===== src/rtl/win_cmd_gen.sv =====
// win_cmd_gen: turns seven raw board buttons into the WIN_CTRL_CMD vector
// for the cursor/window controller.
//   clk              system clock
//   rst              asynchronous active-low reset
//   btn_up/down/left/right, btn_zin, btn_zout, btn_mode
//                    raw active-high asynchronous buttons
//   win_ctrl_cmd     registered command vector: single-cycle move/zoom
//                    pulses plus the M_MODE level
// Build option: WIN_CMD_AUTOREPEAT_EN enables hold/auto-repeat on the four
// direction keys; without it they pulse once per press like the zoom keys.
// Bit positions come from the defines.v macros; fallbacks are provided here
// so the file stands alone.

`ifndef M_UP
`define M_UP 0
`endif
`ifndef M_DOWN
`define M_DOWN 1
`endif
`ifndef M_LEFT
`define M_LEFT 2
`endif
`ifndef M_RIGHT
`define M_RIGHT 3
`endif
`ifndef Z_IN
`define Z_IN 4
`endif
`ifndef Z_OUT
`define Z_OUT 5
`endif
`ifndef M_MODE
`define M_MODE 6
`endif
`ifndef WIN_CTRL_CMD_W
`define WIN_CTRL_CMD_W 8
`endif

// Per-button 2-flop synchroniser plus debounce counter. o_db follows the
// synchronised input only after DEB_CYCLES consecutive differing samples.
module win_btn_deb #(
  parameter logic [15:0] DEB_CYCLES = 16'd50000
) (
  input  logic clk,
  input  logic rst,
  input  logic i_raw,
  output logic o_db
);
  logic [1:0]  r_sync;
  logic [15:0] r_cnt;
  logic        r_db;

  always_ff @(posedge clk or negedge rst) begin
    if (!rst) begin
      r_sync <= '0;
      r_cnt  <= '0;
      r_db   <= 1'b0;
    end else begin
      r_sync <= {r_sync[0], i_raw};
      if (r_sync[1] == r_db)
        r_cnt <= '0;
      else if (r_cnt == DEB_CYCLES - 16'd1) begin
        r_db  <= r_sync[1];
        r_cnt <= '0;
      end else
        r_cnt <= r_cnt + 16'd1;
    end
  end

  assign o_db = r_db;
endmodule

module win_cmd_gen #(
  parameter logic [15:0] DEB_CYCLES = 16'd50000,
  parameter logic [23:0] REP_DELAY  = 24'd5000000,
  parameter logic [23:0] REP_PERIOD = 24'd1500000
) (
  input  logic                       clk,
  input  logic                       rst,
  input  logic                       btn_up,
  input  logic                       btn_down,
  input  logic                       btn_left,
  input  logic                       btn_right,
  input  logic                       btn_zin,
  input  logic                       btn_zout,
  input  logic                       btn_mode,
  output logic [`WIN_CTRL_CMD_W-1:0] win_ctrl_cmd
);
  // key index: 0 up, 1 down, 2 left, 3 right, 4 zin, 5 zout, 6 mode
  localparam int NK = 7;

  logic [NK-1:0]              w_raw, w_db, r_db_q, w_press;
  logic [3:0]                 w_fire;
  logic [5:0]                 r_pulse;
  logic                       r_mode;
  logic                       w_zcol;
  logic [`WIN_CTRL_CMD_W-1:0] r_cmd, w_cmd;

  assign w_raw = {btn_mode, btn_zout, btn_zin, btn_right, btn_left, btn_down, btn_up};

  for (genvar k = 0; k < NK; k++) begin : g_deb
    win_btn_deb #(.DEB_CYCLES(DEB_CYCLES)) u_deb (
      .clk   (clk),
      .rst   (rst),
      .i_raw (w_raw[k]),
      .o_db  (w_db[k])
    );
  end

  assign w_press = w_db & ~r_db_q;

`ifdef WIN_CMD_AUTOREPEAT_EN
  typedef enum logic [1:0] {S_IDLE, S_HOLD, S_REPEAT} state_t;

  for (genvar i = 0; i < 4; i++) begin : g_dir
    state_t      r_state, w_state_nxt;
    logic [23:0] r_rep, w_rep_nxt;
    logic        w_fire_i;

    always_ff @(posedge clk or negedge rst) begin
      if (!rst) begin
        r_state <= S_IDLE;
        r_rep   <= '0;
      end else begin
        r_state <= w_state_nxt;
        r_rep   <= w_rep_nxt;
      end
    end

    // The counter is loaded on the pulse cycle, so a pulse fires when it
    // reads 1: that spaces pulses exactly REP_DELAY / REP_PERIOD apart.
    always_comb begin
      w_state_nxt = r_state;
      w_rep_nxt   = r_rep;
      w_fire_i    = 1'b0;
      case (r_state)
        S_IDLE: begin
          if (w_press[i]) begin
            w_fire_i    = 1'b1;
            w_rep_nxt   = REP_DELAY;
            w_state_nxt = S_HOLD;
          end
        end
        S_HOLD, S_REPEAT: begin
          if (!w_db[i])
            w_state_nxt = S_IDLE;
          else if (r_rep == 24'd1) begin
            w_fire_i    = 1'b1;
            w_rep_nxt   = REP_PERIOD;
            w_state_nxt = S_REPEAT;
          end else
            w_rep_nxt = r_rep - 24'd1;
        end
        default: w_state_nxt = S_IDLE;
      endcase
    end

    assign w_fire[i] = w_fire_i;
  end
`else
  logic w_unused_rep;
  assign w_unused_rep = ^{REP_DELAY, REP_PERIOD};
  assign w_fire       = w_press[3:0];
`endif

  always_ff @(posedge clk or negedge rst) begin
    if (!rst) begin
      r_db_q  <= '0;
      r_pulse <= '0;
      r_mode  <= 1'b0;
      r_cmd   <= '0;
    end else begin
      r_db_q  <= w_db;
      r_pulse <= {w_press[5:4], w_fire};
      if (w_press[6])
        r_mode <= ~r_mode;
      r_cmd   <= w_cmd;
    end
  end

  // Simultaneous zoom-in/zoom-out is ambiguous, so both are dropped.
  assign w_zcol = r_pulse[4] & r_pulse[5];

  always_comb begin
    w_cmd            = '0;
    w_cmd[`M_UP]     = r_pulse[0];
    w_cmd[`M_DOWN]   = r_pulse[1];
    w_cmd[`M_LEFT]   = r_pulse[2];
    w_cmd[`M_RIGHT]  = r_pulse[3];
    w_cmd[`Z_IN]     = r_pulse[4] & ~w_zcol;
    w_cmd[`Z_OUT]    = r_pulse[5] & ~w_zcol;
    w_cmd[`M_MODE]   = r_mode;
  end

  assign win_ctrl_cmd = r_cmd;
endmodule

===== config.mk =====
export PLATFORM = sky130hd
export DESIGN_NAME = win_cmd_gen
export DESIGN_NICKNAME = d
export VERILOG_FILES = /design/src/rtl/win_cmd_gen.sv
export SDC_FILE = /design/constraint.sdc
export NUM_CORES = 1
export LEC_CHECK = 0
export CAP_MARGIN = 10
export CORE_MARGIN = 2
export CORE_UTILIZATION = 60
export DETAILED_ROUTE_END_ITERATION = 6
export PLACE_DENSITY = 0.75
export SLEW_MARGIN = 0
export SYNTH_ARGS = -nofsm -noshare
export SYNTH_HDL_FRONTEND = slang
export SYNTH_SLANG_ARGS = --single-unit

===== constraint.sdc =====
create_clock -name clk -period 4.36 [get_ports clk]
set_input_delay 0.436 -clock clk [delete_from_list [all_inputs] [get_ports clk]]
set_output_delay 0.436 -clock clk [all_outputs]
set_load 0.03 [all_outputs]

==> qor.csv, run 1 <==
stage,metric,value,unit
status,outcome,"complete, but fails checks",
status,violations,negative hold slack,
floorplan,io_pins,17,
global_routing,grt_pass1_wl,20200,µm
clock_tree,worst_skew_pair.late_latency,0.53,ns
timing,fin_crit,2.18,ns
synthesis,synth_warnings,0,
layout,postLayoutCellArea,0.00765,mm²
routing,drtIter0Drc,241,
global_routing,grt_max_degree,91,
setup_path,critPathCaptureType,flip-flop,
place,globalplace.congestion,0.839,
timing,fin_skew,0.00636,ns
power_and_ir_drop,power_density,397,mW/mm²
setup_path,cp_max_fo,9,
clock_tree,cts.sinks,154,
clock_tree,path_clk_slew,0.06,ns
layout,area_growth,13.7,%
timing,holdWs,-0.0446,ns
layout,final_common_cell,dfrtp_1,
synthesis,synth_top_family_by_area,simple AND/OR/NAND/NOR gates,
layout,final_cell_mix,"dfrtp_1, nor2_1, xnor2_1, nand3_1, nor4_1",
global_routing,grt.total_usage,0.218,
clock_tree,ctsResizeCount,0,
clock_tree,holdBufCountCts,0,
clock_tree,htreeDepth,4,
layout,drive_above_1_share,0.0714,
clock_tree,postCtsSetupRepairBufs,0,
power_and_ir_drop,power,3.04,mW
place,hpwl,7750,µm
synthesis,yosys.area_share.simple,0.235,
clock_tree,cts_buffer_depth,2,
routing,firstDrtPassIters,7,
routing,drc_errors,0,
setup_path,startpoint,g_deb[5].u_deb.r_cnt[12]$_DFF_PN0_,
place,dpl_cell_area,0.00706,mm²
synthesis,synthMuxAreaShare,0.0123,
synthesis,ys_ff_latch,154,
power_and_ir_drop,ir_drop,0.000396,V
timing,final-hold-violation-count,32,
synthesis,synth-compound-area-share,0.0169,
min_path,hold_path.class,in -> async,
floorplan,core,0.0109,mm²
clock_tree,cts_root_buffer,clkbuf_8,
setup_path,cp.required,4.77,ns
global_routing,grt_pass1_vias,4473,
timing,rsz0062_at_grt,no,
synthesis,synth.yosys.seq_area_share,0.572,
place,io_buffers,15,
synthesis,syn_avg_cell_area,10.7,µm²
job,cap_violations,0,
global_routing,overflow,0,
layout,nFillCells,802,
timing,timing.final.crit_share,0.501,
floorplan,die_y,110,µm
synthesis,synth-xor-area-share,0.131,
synthesis,synthCells,630,
synthesis,synthAdderAreaFrac,0.0130,
layout,diodes,0,
clock_tree,cts_tree,built,
routing,wire_per_inst,14.4,µm
synthesis,ys_types,35,
floorplan,row_count,38,
floorplan,die_x,110,µm
timing,max_slew.worst_pin.slew,0.823,ns
synthesis,synth_fp_nets,646,
timing,setup_tns,0,ns
routing,routed-via-count,4545,
routing,wl,11700,µm
setup_path,arrival,2.59,ns
layout,nets,678,
clock_tree,cts_buffers,17,
floorplan,die_area,0.0121,mm²
floorplan,initial_core_util,0.619,
timing,max_freq,458,MHz
timing,drv_slew,0,
timing,slew_headroom,0.446,
setup_path,r2r-start,g_deb[5].u_deb.r_cnt[12]$_DFF_PN0_,
power_and_ir_drop,p_leak,3.17,nW
global_routing,antenna_found_initial,0,
routing,ant_nets,0,
timing,setup_viol,0,
setup_path,path_class,reg -> reg,
setup_path,cp-start-kind,flip-flop,
synthesis,synth_area,0.00674,mm²
routing,vias_per_cell,5.60,
cell usage after synthesis:
cell type	instances	share of area
dfrtp_1	154	0.57
nor2_1	124	0.069
xnor2_1	78	0.10
nand3_1	41	0.030
nor4_1	30	0.028
nand2_1	29	0.016
nand4_1	27	0.025
xor2_1	23	0.030
nor3_1	22	0.016
inv_1	21	0.012
and3_1	10	0.0093
nor2b_1	8	0.0074
ha_1	7	0.013
mux2_2	6	0.010
a21oi_1	5	0.0037
nor4b_1	5	0.0065
or3_1	5	0.0046
buf_2	4	0.0030
nand3b_1	4	0.0045
nor4bb_1	4	0.0059
o41ai_2	4	0.0097
and2_1	2	0.0019
clkbuf_1	2	0.0011
o31ai_1	2	0.0022
or4_1	2	0.0022
or4b_1	2	0.0030
a31o_2	1	0.0013
buf_4	1	0.0011
buf_6	1	0.0017
conb_1	1	0.00056
mux2_4	1	0.0022
nand2_2	1	0.00093
nand2b_1	1	0.00093
nand4b_1	1	0.0013
or4_4	1	0.0017
logic make-up (layout without fill, tap and decap cells):
kind of cell	after synthesis	after routing
simple gates	319	319
flops	154	154
xor+xnor	101	101
buf+inv	29	71
compound gates	12	12
fa+ha+maj	7	7
mux	7	7
other cells	1	1
flip-flops by register name, summed over array words and instances (netlist names):
register / flops
r_mode: 1
g_deb.u_deb.r_cnt: 112
r_pulse: 6
r_db_q: 7
g_deb.u_deb.o_db: 7
g_deb.u_deb.r_sync: 14
win_ctrl_cmd: 7
where the power goes:
group	internal (mW)	switching (mW)	leakage, nW
registers	1.45	0.0202	2.10
clock network	0.948	0.535	0.286
logic	0.0276	0.0581	0.786
cell type report:
class                   instances  area [µm²]  share of cell area
clock buffers                  21         449              0.0587
clock inverters                 8         145              0.0190
inverters                      21        78.8              0.0103
multi-input cells             447        2760               0.360
flip-flops and latches        154        3850               0.503
well taps                     140         175              0.0229
repair buffers                 21         196              0.0257
worst max-delay path, cell delays in order, from the launching register on:
cell and delay (ns):
dfrtp_1 0.41, nor4b_1 0.35, nand3b_1 0.16, o41ai_2 0.79, buf_4 0.28, nor2_1 0.06
per-stage QoR:
stage               utilization  hold slack, ns  cells  setup slack [ns]
floorplan                     -           0.140    630              2.49
global placement          0.648           0.332    783              2.30
detailed placement        0.648           0.336    783              2.21
global route              0.703          0.0413    812              1.93
CTS                       0.703         0.00562    812              2.19
finish                    0.703         -0.0446    812              2.18
worst paths after layout:
kind | endpoint | slack (ns) | depth (start not counted)
worst min register to register | win_ctrl_cmd[3]$_DFF_PN0_ | 0.34 | 0
min in group clk | win_ctrl_cmd[3]$_DFF_PN0_ | 0.34 | 0
max in group asynchronous | g_deb[1].u_deb.r_cnt[8]$_DFF_PN0_ | 3.43 | 2
worst max register to register | g_deb[5].u_deb.r_cnt[6]$_DFF_PN0_ | 2.18 | 5
worst max-delay path | g_deb[5].u_deb.r_cnt[6]$_DFF_PN0_ | 2.18 | 5
worst min-delay path | r_mode$_DFFE_PN0P_ | -0.04 | 1
per-layer routing:
layer / routed length (µm) / part of all wire / track usage / vias up
met3: 437 / 0.037 / 0.0682 / 12
li1: - / - / - / 2220
met5: 0 / 0 / 0 / -
met1: 5410 / 0.46 / 0.274 / 2229
met4: 140 / 0.012 / 0.0759 / 0
met2: 5730 / 0.49 / 0.358 / 84
No activity file was read; power rests on OpenSTA's default activity.
==> inputs of run 2 (changes only) <==
Settings changed: CORE_UTILIZATION 60 to 55, PLACE_DENSITY 0.75 to 0.72.
Clock period 4.36 ns to 2 ns, I/O delays scaled along.
==> qor.csv, run 2 (synthesis results as in run 1) <==
stage,metric,value,unit,change
global_routing,grt_max_degree,59,,was 91
layout,final_core_util,0.655,,was 0.703
global_routing,overflow,0,,unchanged
routing,ant_nets,0,,unchanged
setup_path,cp_top_family,simple AND/OR/NAND/NOR gates,,was compound AO/OA/AOI/OAI gates
place,dpl_cell_area,0.00715,mm²,was 0.00706 mm²
timing,final-hold-violation-count,0,,was 32
layout,nets,687,,was 678
clock_tree,worst_skew_pair.late_latency,0.42,ns,was 0.53 ns
place,placedCellCount,798,,was 783
timing,max_freq,524,MHz,was 458 MHz
floorplan,row_count,40,,was 38
routing,drtIter0Drc,315,,was 241
clock_tree,cts_buffer_depth,2,,unchanged
layout,fin_cells,831,,was 812
layout,nFillCells,923,,was 802
layout,area_growth,16.4,%,was 13.7%
floorplan,die_x,115,µm,was 110 µm
timing,holdWs,0.216,ns,was -0.0446 ns
power_and_ir_drop,power_density,885,mW/mm²,was 397 mW/mm²
layout,diodes,0,,unchanged
global_routing,grt_pass1_wl,20500,µm,was 20200 µm
routing,firstDrtPassIters,5,,was 7
setup_path,arrival,2.21,ns,was 2.59 ns
min_path,hold_path.class,in -> reg,,was in -> async
timing,fin_crit,1.91,ns,was 2.18 ns
setup_path,cp_max_fo,3,,was 9
floorplan,core,0.0120,mm²,was 0.0109 mm²
timing,rsz0062_at_grt,no,,unchanged
power_and_ir_drop,p_leak,3.26,nW,was 3.17 nW
setup_path,cp.required,2.30,ns,was 4.77 ns
routing,drc_errors,0,,unchanged
place,io_buffers,15,,unchanged
status,outcome,finished clean,,"was complete, but fails checks"
timing,fin_skew,0.00585,ns,was 0.00636 ns
timing,drv_slew,0,,unchanged
timing,setup_ws,0.0924,ns,was 2.18 ns
clock_tree,cts_root_buffer,clkbuf_16,,was clkbuf_8
power_and_ir_drop,power,6.94,mW,was 3.04 mW
place,hpwl,7610,µm,was 7750 µm
clock_tree,postCtsSetupRepairBufs,0,,unchanged
setup_path,crit_path_cell_trace,"or4b_1, or4_4, mux2_4",,"was nor4b_1, nand3b_1, o41ai_2, buf_4, nor2_1"
power_and_ir_drop,ir_drop,0.000566,V,was 0.000396 V
clock_tree,path_clk_slew,0.06,ns,about the same
floorplan,die_y,115,µm,was 110 µm
routing,vias_per_cell,5.49,,was 5.60
setup_path,crit_path_top_delay_cell,or4_4,,was o41ai_2
layout,regMostFlops,g_deb.u_deb.r_cnt,,unchanged
layout,final_common_cell,dfrtp_1,,unchanged
place,globalplace.congestion,0.836,,was 0.839
routing,routed-via-count,4564,,was 4545
global_routing,grt.total_usage,0.197,,was 0.218
job,cap_violations,0,,unchanged
setup_path,critPathCaptureType,flip-flop,,unchanged
setup_path,slowest_delay,0.57,ns,was 0.79 ns
layout,final_cell_mix,"dfrtp_1, nor2_1, xnor2_1, nand3_1, nor4_1",,unchanged
clock_tree,cts_tree,built,,unchanged
floorplan,io_pins,17,,unchanged
floorplan,initial_core_util,0.563,,was 0.619
routing,wl,11200,µm,was 11700 µm
floorplan,die_area,0.0131,mm²,was 0.0121 mm²
timing,timing.final.crit_share,0.954,,was 0.501
clock_tree,cts_buffers,17,,unchanged
timing,setup_tns,0,ns,unchanged
layout,largest_reg_flops,112,,unchanged
layout,reg.largest.list,"g_deb.u_deb.r_cnt x112, g_deb.u_deb.r_sync x14",,unchanged
routing,wire_per_inst,13.5,µm,was 14.4 µm
clock_tree,cts.sinks,154,,unchanged
layout,postLayoutCellArea,0.00784,mm²,was 0.00765 mm²
setup_path,path_class,reg -> reg,,unchanged
clock_tree,htreeDepth,4,,unchanged
setup_path,cp-start-kind,flip-flop,,unchanged
global_routing,antenna_found_initial,0,,unchanged
layout,drive_above_1_share,0.0892,,was 0.0714
place,dpl_worst_slack,0.0737,ns,was 2.21 ns
timing,setup_viol,0,,unchanged
global_routing,grt_pass1_vias,4531,,was 4473
setup_path,path_buf_inv,0,,was 1
## run 2: final timing paths
check                                                    from                            endpoint  slack, ns  depth (start not counted)
hold / removal                                       btn_left  g_deb[2].u_deb.r_sync[0]$_DFF_PN0_       0.22                          1
max in group asynchronous                                 rst  g_deb[1].u_deb.r_cnt[13]$_DFF_PN0_       1.10                          3
setup / recovery            g_deb[6].u_deb.r_cnt[7]$_DFF_PN0_     g_deb[6].u_deb.o_db$_DFFE_PN0P_       0.09                          3
min in group asynchronous                                 rst                 r_db_q[6]$_DFF_PN0_       0.26                          2
setup reg to reg            g_deb[6].u_deb.r_cnt[7]$_DFF_PN0_     g_deb[6].u_deb.o_db$_DFFE_PN0P_       0.09                          3
hold reg to reg            g_deb[3].u_deb.r_sync[0]$_DFF_PN0_  g_deb[3].u_deb.r_sync[1]$_DFF_PN0_       0.35                          0
## run 2: cell type report
cell class / count / area [µm²] / area share
Inverter: 21 / 78.8 / 0.0101
Multi-Input combinational cell: 447 / 2760 / 0.352
Timing Repair Buffer: 30 / 292 / 0.0372
Sequential cell: 154 / 3850 / 0.492
Tap cell: 147 / 184 / 0.0235
Clock buffer: 19 / 453 / 0.0578
Clock inverter: 13 / 215 / 0.0275
## run 2: what timing repair did
action / CTS / global route
gates resized for setup: 0 / 1
hold buffers: 1 / 0
endpoints found under the setup margin: 0 / 12
endpoints found under the hold margin: 39 / 0
## run 2: per-layer routing
metal	wire, µm	part of all wire	track usage
met2	5300	0.47	0.304
met3	340	0.030	0.0503
met5	0	0	0
met1	5330	0.48	0.260
met4	210	0.019	0.0959
## run 2: power by group
part	switching [mW]	total, mW	internal, mW
registers	0.0427	3.21	3.17
logic	0.130	0.206	0.0759
clock network	1.23	3.52	2.29
